<file path="src/rtl/if_fetch_stage.sv">
// Instruction-fetch stage: PC register, pipelined imem requests, in-order fetch buffer
// and the IF/ID register with stall, flush and redirect handling.
module if_fetch_stage #(
  parameter int                    DATA_WIDTH = 32,
  parameter logic [DATA_WIDTH-1:0] RESET_PC   = 32'h0000_0000,
  parameter int                    BUF_DEPTH  = 2,
  parameter logic [DATA_WIDTH-1:0] NOP_INSTR  = 32'h0000_0013
) (
  input  logic                  clk,
  input  logic                  rst_n,
  input  logic                  stall_i,
  input  logic                  flush_i,
  input  logic                  redirect_i,
  input  logic [DATA_WIDTH-1:0] redirect_pc_i,
  output logic                  imem_req_o,
  output logic [DATA_WIDTH-1:0] imem_addr_o,
  input  logic                  imem_ready_i,
  input  logic                  imem_rvalid_i,
  input  logic [DATA_WIDTH-1:0] imem_rdata_i,
  output logic [DATA_WIDTH-1:0] ID_instr_o,
  output logic [DATA_WIDTH-1:0] ID_pc_o,
  output logic                  ID_valid_o
);

  localparam int PTR_W = (BUF_DEPTH > 1) ? $clog2(BUF_DEPTH) : 1;
  localparam int CNT_W = $clog2(BUF_DEPTH) + 1;
  localparam logic [CNT_W:0] DEPTH_C = (CNT_W + 1)'(BUF_DEPTH);

  // Program counter and request bookkeeping
  logic [DATA_WIDTH-1:0] pc_reg, pc_next;
  logic [CNT_W-1:0]      out_cnt_reg, out_cnt_next;
  logic [CNT_W-1:0]      drop_cnt_reg, drop_cnt_next;

  // Tag FIFO: address of every request still awaiting its response
  logic [DATA_WIDTH-1:0] tag_mem [BUF_DEPTH];
  logic [PTR_W-1:0]      tag_wr_ptr_reg, tag_wr_ptr_next;
  logic [PTR_W-1:0]      tag_rd_ptr_reg, tag_rd_ptr_next;
  logic [DATA_WIDTH-1:0] tag_head;

  // Fetch buffer: returned words with their PCs, in program order
  logic [DATA_WIDTH-1:0] buf_instr_mem [BUF_DEPTH];
  logic [DATA_WIDTH-1:0] buf_pc_mem    [BUF_DEPTH];
  logic [PTR_W-1:0]      buf_wr_ptr_reg, buf_wr_ptr_next;
  logic [PTR_W-1:0]      buf_rd_ptr_reg, buf_rd_ptr_next;
  logic [CNT_W-1:0]      buf_cnt_reg, buf_cnt_next;

  // IF/ID register
  logic [DATA_WIDTH-1:0] id_instr_reg, id_pc_reg;
  logic                  id_valid_reg;

  logic [CNT_W:0] credit_used;
  logic           credit_ok;
  logic           issue;
  logic           resp;
  logic           resp_keep;
  logic           resp_drop;
  logic           buf_push;
  logic           buf_pop;
  logic           squash;
  logic           buf_empty;

  // Words already in the buffer count against credit even if popped this cycle,
  // which keeps the request decision independent of stall/flush timing.
  assign credit_used = {1'b0, out_cnt_reg} + {1'b0, buf_cnt_reg};
  assign credit_ok   = (credit_used < DEPTH_C);
  assign imem_req_o  = rst_n & ~redirect_i & credit_ok;
  assign imem_addr_o = pc_reg;

  assign issue     = imem_req_o & imem_ready_i;
  assign resp      = imem_rvalid_i & (out_cnt_reg != '0);
  assign resp_keep = resp & (drop_cnt_reg == '0);
  assign resp_drop = resp & (drop_cnt_reg != '0);
  assign tag_head  = tag_mem[tag_rd_ptr_reg];

  assign squash    = flush_i | redirect_i;
  assign buf_empty = (buf_cnt_reg == '0);
  assign buf_push  = resp_keep & ~redirect_i;
  assign buf_pop   = ~squash & ~stall_i & ~buf_empty;

  always_comb begin
    pc_next         = pc_reg;
    out_cnt_next    = out_cnt_reg + CNT_W'(issue) - CNT_W'(resp);
    drop_cnt_next   = drop_cnt_reg;
    tag_wr_ptr_next = tag_wr_ptr_reg + PTR_W'(issue);
    tag_rd_ptr_next = tag_rd_ptr_reg + PTR_W'(resp);
    buf_wr_ptr_next = buf_wr_ptr_reg + PTR_W'(buf_push);
    buf_rd_ptr_next = buf_rd_ptr_reg + PTR_W'(buf_pop);
    buf_cnt_next    = buf_cnt_reg + CNT_W'(buf_push) - CNT_W'(buf_pop);

    if (redirect_i) begin
      // Every request still outstanding after this edge belongs to the old path.
      pc_next         = redirect_pc_i;
      drop_cnt_next   = out_cnt_reg - CNT_W'(resp);
      buf_wr_ptr_next = '0;
      buf_rd_ptr_next = '0;
      buf_cnt_next    = '0;
    end else begin
      if (issue) begin
        pc_next = pc_reg + DATA_WIDTH'(4);
      end
      if (resp_drop) begin
        drop_cnt_next = drop_cnt_reg - CNT_W'(1);
      end
    end
  end

  always_ff @(posedge clk or negedge rst_n) begin
    if (!rst_n) begin
      pc_reg         <= RESET_PC;
      out_cnt_reg    <= '0;
      drop_cnt_reg   <= '0;
      tag_wr_ptr_reg <= '0;
      tag_rd_ptr_reg <= '0;
      buf_wr_ptr_reg <= '0;
      buf_rd_ptr_reg <= '0;
      buf_cnt_reg    <= '0;
    end else begin
      pc_reg         <= pc_next;
      out_cnt_reg    <= out_cnt_next;
      drop_cnt_reg   <= drop_cnt_next;
      tag_wr_ptr_reg <= tag_wr_ptr_next;
      tag_rd_ptr_reg <= tag_rd_ptr_next;
      buf_wr_ptr_reg <= buf_wr_ptr_next;
      buf_rd_ptr_reg <= buf_rd_ptr_next;
      buf_cnt_reg    <= buf_cnt_next;
    end
  end

  // Storage arrays carry no reset; occupancy is tracked by the pointers and counters.
  always_ff @(posedge clk) begin
    if (issue) begin
      tag_mem[tag_wr_ptr_reg] <= pc_reg;
    end
    if (buf_push) begin
      buf_instr_mem[buf_wr_ptr_reg] <= imem_rdata_i;
      buf_pc_mem[buf_wr_ptr_reg]    <= tag_head;
    end
  end

  always_ff @(posedge clk or negedge rst_n) begin
    if (!rst_n) begin
      id_instr_reg <= NOP_INSTR;
      id_pc_reg    <= '0;
      id_valid_reg <= 1'b0;
    end else if (squash) begin
      id_instr_reg <= NOP_INSTR;
      id_pc_reg    <= '0;
      id_valid_reg <= 1'b0;
    end else if (stall_i) begin
      id_instr_reg <= id_instr_reg;
      id_pc_reg    <= id_pc_reg;
      id_valid_reg <= id_valid_reg;
    end else if (!buf_empty) begin
      id_instr_reg <= buf_instr_mem[buf_rd_ptr_reg];
      id_pc_reg    <= buf_pc_mem[buf_rd_ptr_reg];
      id_valid_reg <= 1'b1;
    end else begin
      id_instr_reg <= NOP_INSTR;
      id_pc_reg    <= '0;
      id_valid_reg <= 1'b0;
    end
  end

  assign ID_instr_o = id_instr_reg;
  assign ID_pc_o    = id_pc_reg;
  assign ID_valid_o = id_valid_reg;

endmodule

</file>
<file path="config.mk">
export PLATFORM = sky130hd
export DESIGN_NAME = if_fetch_stage
export DESIGN_NICKNAME = d
export VERILOG_FILES = /design/src/rtl/if_fetch_stage.sv
export SDC_FILE = /design/constraint.sdc
export NUM_CORES = 1
export LEC_CHECK = 0
export CAP_MARGIN = 20
export CORE_ASPECT_RATIO = 1.1
export CORE_MARGIN = 1.5
export CORE_UTILIZATION = 54
export DETAILED_ROUTE_END_ITERATION = 8
export PLACE_DENSITY = 0.89
export SLEW_MARGIN = 20
export SYNTH_ARGS = -nofsm -noshare
export SYNTH_HDL_FRONTEND = slang
export SYNTH_SLANG_ARGS = --single-unit
</file>
<file path="constraint.sdc">
create_clock -name clk -period 3.46 [get_ports clk]
set_input_delay 0.519 -clock clk [delete_from_list [all_inputs] [get_ports clk]]
set_output_delay 0.519 -clock clk [all_outputs]
set_load 0.01 [all_outputs]
</file>
==> impl_metrics.yaml, run 1 <==
timing:
  period_share: 0.935
  post-route-min-period_ns: 3.24
  finalSetupViolCount: 0
  setup_ws_ns: 0.223
  finClkSkew_ns: 0.00689
  fin_tns_setup_ns: 0
  rsz0062_at_grt: "no"
  fmax_mhz: 309
  relSlewSlack: 0.491
  tightest_slew_ns: 0.758
  hold_violations: 0
  slew_viol_final: 0
global_route:
  grt_max_degree: 66
  grt_pass1_vias: 6839
  antenna_found_initial: 0
  grt_pass1_wl_um: 36000
  track_usage: 0.210
  grt_overflow: 0
clock_network:
  postCtsSetupRepairBufs: 0
  post_cts_resized: 0
  cts_buffer_depth: 3
  cts.sinks: 299
  cts_tree: "done"
  cts_inserted_buffers: 28
  root_buffer: "clkbuf_16"
  clk_pin_slew_worst_paths_ns: 0.06
  clock_latency_ns: 0.52
  htree_levels: 1
layout:
  reg_top3: "buf_instr_mem x64, buf_pc_mem x64, tag_mem x64"
  drive_gt1_frac: 0.119
  diodes: 0
  stdcell_count: 1260
  final_common_cell: "edfxtp_1"
  area.growth.synth_to_final_pct: 25.7
  final_cell_mix: "edfxtp_1 (192), clkdlybuf4s50_1 (166), dfrtp_1 (103), nand2_1 (102), o21ai_0 (73)"
  finish.utilization: 0.687
  finalNetCount: 1032
  nFillCells: 1409
synth:
  synth_top_area_share: 0.497
  yosys_register_bits: 299
  netlist-cell-type-count: 41
  yosysTopAreaCell: "edfxtp_1"
  syn-instance-count: 770
  yosysSeqAreaShare: 0.728
  synth_area_um2: 11600
  ys.warnings.count: 0
  syn-num-nets: 853
  avgSynthCellArea_um2: 15.1
  ys_top_cells_by_area: "edfxtp_1 (50%), dfrtp_1 (22%), mux2i_1 (5.7%), nand2_1 (3.3%), mux2_2 (3.3%)"
worst_hold_path:
  hold_path_class: "input port to asynchronous set/reset pin"
worst_setup_path:
  cp_max_fo: 3
  critPathRequiredTime_ns: 2.94
  criticalPathCategory: "flip-flop to output pin"
  start_kind: "flip-flop"
  crit_path_end_kind: "output pin"
  reg2reg_depth: 7
  rrSetupSlack_ns: 0.73
  cp_data_arrival_time_ns: 2.72
  worstReg2RegStart: "buf_cnt_reg[0]"
  r2r-end: "tag_mem[0][17]"
die:
  core_um2: 21200
  dieArea_um2: 22400
  die_h_um: 157
  rows: 56
  ioPinCount: 169
  initial_utilization: 0.547
  chipWidth_um: 143
power_and_ir_drop:
  powerDensity_nw_per_um2: 566
  finalPower_w: 0.00825
  leakagePower_nw: 5.26
  irDropWorstVdd_mv: 0.451
placement:
  placed_cells: 1207
  dpl_worst_slack_ns: 0.678
  hpwl_um: 15300
  globalplace.congestion: 0.863
  numPortBuffers: 168
routing:
  dr.pass1.iters: 5
  wl_per_cell_um: 18.2
  num_vias: 6660
  remaining_drc_errors: 0
  drt-vias-per-instance: 5.29
  ant_nets: 0
  wl_um: 22900
  drtIter0Drc: 351
run:
  cap_violations: 0
run_status:
  status: "finished, final reports clean"
==> power by group <==
group,total [W],switching (W),internal [W]
clock network,0.00302,0.00121,0.00181
logic,0.000994,0.000508,0.000487
registers,0.00424,0.000150,0.00409
total,0.00825,0.00187,0.00639
==> metal layers <==
metal | GRT usage | vias up | share of wire
li1 | - | 3142 | -
met4 | 0.0702 | 0 | 0.025
met1 | 0.271 | 3254 | 0.41
met5 | 0 | - | 0
met3 | 0.0315 | 45 | 0.053
met2 | 0.366 | 219 | 0.51
==> kinds of logic after synthesis <==
group | share of synthesized area
buffers and inverters | 0.0198
DFF | 0.728
xor gates and xnor gates | 0.0264
AOI/OAI and AO/OA | 0.0436
and+or+nand+nor | 0.0787
adders and majority gates | 0.0136
muxes | 0.0899
==> how the worst max path moves through the flow <==
| stage | startpoint | end | cells past startpoint |
|---|---|---|---|
| floorplan | redirect_i | buf_instr_mem[1][0] | 5 |
| global placement | imem_rvalid_i | buf_pc_mem[0][26] | 6 |
| detailed placement | imem_rvalid_i | buf_pc_mem[1][28] | 6 |
| CTS | buf_cnt_reg[0] | imem_req_o | 4 |
| global route | buf_cnt_reg[0] | imem_req_o | 4 |
| finish | buf_cnt_reg[0] | imem_req_o | 4 |
==> cells in the mapped netlist, drive strengths merged <==
library cell / n
and2: 4
nand3: 18
nor4: 3
xnor2: 16
and4bb: 1
or4: 1
buf: 11
nand4bb: 1
nand4b: 1
dfrtp: 104
nor4b: 1
nor2b: 1
edfxtp: 192
inv: 15
a21oi: 5
nor2: 16
o311ai: 1
nand4: 10
ha: 11
and3: 8
o21ai: 90
fa: 1
nor3: 6
dfstp: 3
mux2i: 66
nand2: 103
xor2: 19
and4: 3
a311o: 1
clkbuf: 24
mux2: 34
==> per-stage QoR <==
step,hold WS (ns),area (um^2)
3_3_place_gp,0.393,13600
5_1_grt,0.417,14600
3_5_place_dp,0.396,13600
2_1_floorplan,0.223,11600
4_1_cts,0.384,14600
6_report,0.399,14600
==> timing repair <==
action	4_1_cts	5_1_grt
endpoints found under the hold margin	10	0
hold buffers	1	0
setup endpoints to repair	0	0
==> critical path: stages, from the launching register on <==
cell,delay [ns]
dfrtp_1,0.40
and2_1,0.17
fa_1,0.48
nor4b_1,0.50
clkdlybuf4s50_1,0.64
==> layout make-up <==
cell class | instances | area [um^2] | area share
multi-input combinational | 421 | 2950 | 0.202
clock buffer | 42 | 835 | 0.0572
clock inverter | 9 | 100 | 0.00686
timing repair buffer | 184 | 1830 | 0.126
tap | 290 | 363 | 0.0249
inverter | 15 | 56.3 | 0.00386
sequential | 299 | 8450 | 0.579
Power figures use the tool's default switching activity.
==> run 2, diff against run 1 <==
Settings changed: CAP_MARGIN 20 to not set, PLACE_DENSITY 0.89 to 0.8.
==> run 2 against run 1 <==
Effect of this change: non-clock buffer count shrank 1; combinational power shrank 3.5%; core utilization grew 0.54 points; global-route usage shrank 0.89 points; highest routed layer unchanged.
==> impl_metrics.yaml, run 2 (synthesized netlist as in run 1, its figures left out) <==
layout:
  nFillCells: 1412
  final_common_cell: "edfxtp_1"
  final_cell_mix: "edfxtp_1 (192), clkdlybuf4s50_1 (166), dfrtp_1 (103), nand2_1 (102), o21ai_0 (73)"
  diodes: 0
  drive_gt1_frac: 0.127
  finalNetCount: 1031
  reg_top3: "buf_instr_mem x64, buf_pc_mem x64, tag_mem x64"
  area.growth.synth_to_final_pct: 26.7
  stdcell_count: 1260
clock_network:
  cts_tree: "done"
  root_buffer: "clkbuf_16"
  cts_inserted_buffers: 28
  clock_latency_ns: 0.53
  clk_pin_slew_worst_paths_ns: 0.06
  cts.sinks: 299
  htree_levels: 1
  cts_buffer_depth: 3
placement:
  numPortBuffers: 168
  placed_cells: 1206
  hpwl_um: 14400
  globalplace.congestion: 0.770
timing:
  period_share: 0.931
  relSlewSlack: 0.510
  post-route-min-period_ns: 3.22
  hold_violations: 0
  finalSetupViolCount: 0
  rsz0062_at_grt: "no"
  slew_viol_final: 0
  fmax_mhz: 310
  finClkSkew_ns: 0.00729
  fin_tns_setup_ns: 0
  tightest_slew_ns: 0.730
die:
  dieArea_um2: 22400
  rows: 56
  chipWidth_um: 143
  core_um2: 21200
  ioPinCount: 169
  initial_utilization: 0.547
  die_h_um: 157
power_and_ir_drop:
  leakagePower_nw: 5.33
  powerDensity_nw_per_um2: 578
  irDropWorstVdd_mv: 0.358
global_route:
  grt_overflow: 0
  grt_max_degree: 66
  grt_pass1_vias: 6598
  antenna_found_initial: 0
  track_usage: 0.201
  grt_pass1_wl_um: 34600
routing:
  drtIter0Drc: 374
  ant_nets: 0
  num_vias: 6679
  wl_per_cell_um: 17.6
  remaining_drc_errors: 0
  dr.pass1.iters: 5
  drt-vias-per-instance: 5.30
  wl_um: 22200
worst_setup_path:
  start_kind: "flip-flop"
  critPathRequiredTime_ns: 2.94
  crit_path_end_kind: "output pin"
  criticalPathCategory: "flip-flop to output pin"
  cp_max_fo: 3
  cp_data_arrival_time_ns: 2.70
run_status:
  status: "finished, final reports clean"
run:
  cap_violations: 0
worst_hold_path:
  hold_path_class: "input port to asynchronous set/reset pin"
-- run 2: cell types whose count changed in the layout (fill, tap and decap cells not counted) --
cell / before / now
clkinvlp_4: 3 / 1
buf_4: 13 / 11
buf_16: 0 / 1
clkinv_1: 2 / 1
clkinv_4: 0 / 4
clkinv_2: 2 / 5
clkbuf_1: 7 / 0
inv_8: 0 / 1
bufinv_16: 2 / 4
clkbuf_16: 29 / 30
-- run 2: cell type report --
| cell class | count | area (um^2) | share of cell area |
|---|---|---|---|
| tap | 290 | 363 | 0.0247 |
| clock inverter | 16 | 203 | 0.0138 |
| inverter | 15 | 56.3 | 0.00383 |
| multi-input combinational | 421 | 2950 | 0.201 |
| sequential | 299 | 8450 | 0.575 |
| timing repair buffer | 183 | 1850 | 0.126 |
| clock buffer | 36 | 833 | 0.0567 |
-- run 2: power by group --
part | leakage [nW] | switching [W] | internal (W)
registers | 3.14 | 0.000159 | 0.00409
clock network | 0.513 | 0.00129 | 0.00201
logic | 1.67 | 0.000472 | 0.000487
total | 5.33 | 0.00192 | 0.00659
-- run 2: worst max-delay path: stages (launching register included) --
cell             delay [ns]
dfrtp_1                0.41
and2_1                 0.20
fa_1                   0.50
nor4b_1                0.45
clkdlybuf4s50_1        0.62
-- run 2: metrics by stage --
step / util / hold slack (ns) / worst slack [ns] / total power (W) / instance area, um^2
2_1_floorplan: - / 0.223 / 0.389 / 0.00486 / 11600
3_3_place_gp: 0.642 / 0.357 / 0.796 / 0.00524 / 13600
5_1_grt: 0.693 / 0.353 / 0.124 / 0.00881 / 14700
6_report: 0.693 / 0.347 / 0.238 / 0.00850 / 14700
3_5_place_dp: 0.642 / 0.357 / 0.753 / 0.00528 / 13600
4_1_cts: 0.691 / 0.335 / 0.192 / 0.00857 / 14700
-- run 2: routing by layer --
layer / track usage / routed length (um) / up-vias / part of all wire
met5: 0 / 0 / - / 0
met4: 0.0623 / 416 / 0 / 0.019
met3: 0.0297 / 1120 / 28 / 0.050
met2: 0.349 / 11400 / 194 / 0.51
met1: 0.264 / 9280 / 3308 / 0.42
li1: - / - / 3149 / -
-- run 2: repair_timing --
item                                   CTS  global route
endpoints found under the hold margin    4             0
gates resized for setup                  0             0
hold buffers                             1             0
buffers inserted                         0             0
-- run 2: final timing paths --
| kind | slack, ns | startpoint | cells past startpoint | end |
|---|---|---|---|---|
| min | 0.35 | rst_n | 2 | imem_addr_o[13] |
| max reg2reg | 0.71 | buf_cnt_reg[0] | 7 | tag_mem[0][22] |
| min reg2reg | 0.47 | ID_instr_o[10] | 2 | ID_instr_o[10] |
| max | 0.24 | buf_cnt_reg[0] | 4 | imem_req_o |
| min in group clk | 0.47 | ID_instr_o[10] | 2 | ID_instr_o[10] |
| max in group asynchronous | 2.12 | rst_n | 3 | buf_rd_ptr_reg |
==> run 3, diff against run 2 <==
Settings changed: CORE_MARGIN 1.5 to not set.
==> run 3 against run 2 <==
Effect of this change: worst setup slack gained 0.031 ns; maximum frequency rose by 0.98%; via count increased by 1.0%; critical endpoint unchanged; sequential share of layout area increased by 0.97 points; clock skew barely moved; first-iteration DRC count up 18%; power shrank 5.3%; register-to-register slack about the same; die area is 1.3% lower; largest power group unchanged; core utilization up 0.083 points.
==> impl_metrics.yaml, run 3 (synthesized netlist as in run 1, its figures left out) <==
layout:
  reg_top3: "buf_instr_mem x64, buf_pc_mem x64, tag_mem x64"
  ff_latch_area_um2: 8450
  finalNetCount: 1027
  final_cell_mix: "edfxtp_1 (192), clkdlybuf4s50_1 (166), dfrtp_1 (103), nand2_1 (102), o21ai_0 (73)"
  multi_input_area_um2: 2950
  nFillCells: 1429
  drive_gt1_frac: 0.115
  area.growth.synth_to_final_pct: 24.6
  final_common_cell: "edfxtp_1"
  diodes: 0
  stdcell_count: 1251
global_route:
  grt_max_degree: 70
  grt_overflow: 0
  grt_pass1_wl_um: 36700
  grt_pass1_vias: 6966
  track_usage: 0.218
  antenna_found_initial: 0
worst_hold_path:
  hold_path_class: "input port to asynchronous set/reset pin"
worst_setup_path:
  crit_path_end_kind: "output pin"
  cp_data_arrival_time_ns: 2.67
  critPathRequiredTime_ns: 2.94
  cp_max_fo: 3
  criticalPathCategory: "flip-flop to output pin"
  start_kind: "flip-flop"
placement:
  hpwl_um: 15100
  globalplace.congestion: 0.815
  numPortBuffers: 168
  placed_cells: 1199
power_and_ir_drop:
  leakagePower_nw: 5.20
  powerDensity_nw_per_um2: 557
  irDropWorstVdd_mv: 0.427
routing:
  ant_nets: 0
  num_vias: 6748
  drt-vias-per-instance: 5.39
  dr.pass1.iters: 5
  wl_um: 23400
  wl_per_cell_um: 18.7
  drtIter0Drc: 442
  remaining_drc_errors: 0
clock_network:
  clk_pin_slew_worst_paths_ns: 0.06
  cts_inserted_buffers: 28
  cts_tree: "done"
  postCtsSetupRepairBufs: 0
  cts_buffer_depth: 3
  htree_levels: 1
  clock_latency_ns: 0.52
  post_cts_resized: 0
  hold_buffers: 0
  cts.sinks: 299
  root_buffer: "clkbuf_16"
timing:
  fin_tns_setup_ns: 0
  finClkSkew_ns: 0.00745
  hold_violations: 0
  slew_viol_final: 0
  period_share: 0.922
  relSlewSlack: 0.357
  fmax_mhz: 313
  rsz0062_at_grt: "no"
  finalSetupViolCount: 0
  tightest_slew_ns: 0.965
  post-route-min-period_ns: 3.19
die:
  ioPinCount: 169
  core_um2: 20900
  chipWidth_um: 142
  dieArea_um2: 22100
  rows: 55
  initial_utilization: 0.556
  die_h_um: 156
run_status:
  status: "finished, final reports clean"
run:
  cap_violations: 0
run 3: report_power, final:
group	switching (W)	leakage (nW)	internal, W
Combinational	0.000470	1.64	0.000481
Sequential	0.000174	3.14	0.00409
Clock	0.00123	0.419	0.00160
run 3: final timing paths:
check	start	endpoint	slack [ns]	depth (start not counted)
worst max register to register	buf_cnt_reg[0]	tag_mem[1][20]	0.72	7
min in group clk	redirect_i	imem_addr_o[24]	0.47	4
worst min register to register	ID_instr_o[22]	ID_instr_o[22]	0.48	2
max in group asynchronous	rst_n	ID_instr_o[20]	2.70	2
worst max-delay path	buf_cnt_reg[0]	imem_req_o	0.27	4
worst min-delay path	rst_n	out_cnt_reg[0]	0.18	2
run 3: cell type report:
class | instances | area share
Multi-Input combinational cell | 421 | 0.204
Timing Repair Buffer | 179 | 0.123
Tap cell | 285 | 0.0247
Clock buffer | 41 | 0.0554
Clock inverter | 11 | 0.00424
Inverter | 15 | 0.00389
Sequential cell | 299 | 0.584
run 3: stage by stage:
stage               power, W  setup slack (ns)  hold WS [ns]   util  area (um^2)
floorplan            0.00486             0.389         0.223      -        11600
global placement     0.00523             0.788         0.462  0.652        13600
detailed placement   0.00528             0.774         0.470  0.652        13600
CTS                  0.00811             0.264         0.196  0.693        14500
global route         0.00835             0.205         0.232  0.693        14500
finish               0.00805             0.269         0.178  0.693        14500
run 3: layer usage:
metal  vias to the layer above  track usage  part of all wire
met4                         0       0.0635             0.022
met1                      3386        0.288              0.42
met2                       191        0.381              0.51
met3                        38       0.0252             0.046
li1                       3133            -                 -
met5                         -            0                 0
run 3: critical path, stage by stage (launching register included):
cell             delay, ns
dfrtp_1               0.40
and2_1                0.17
fa_1                  0.49
nor4b_1               0.47
clkdlybuf4s50_1       0.62
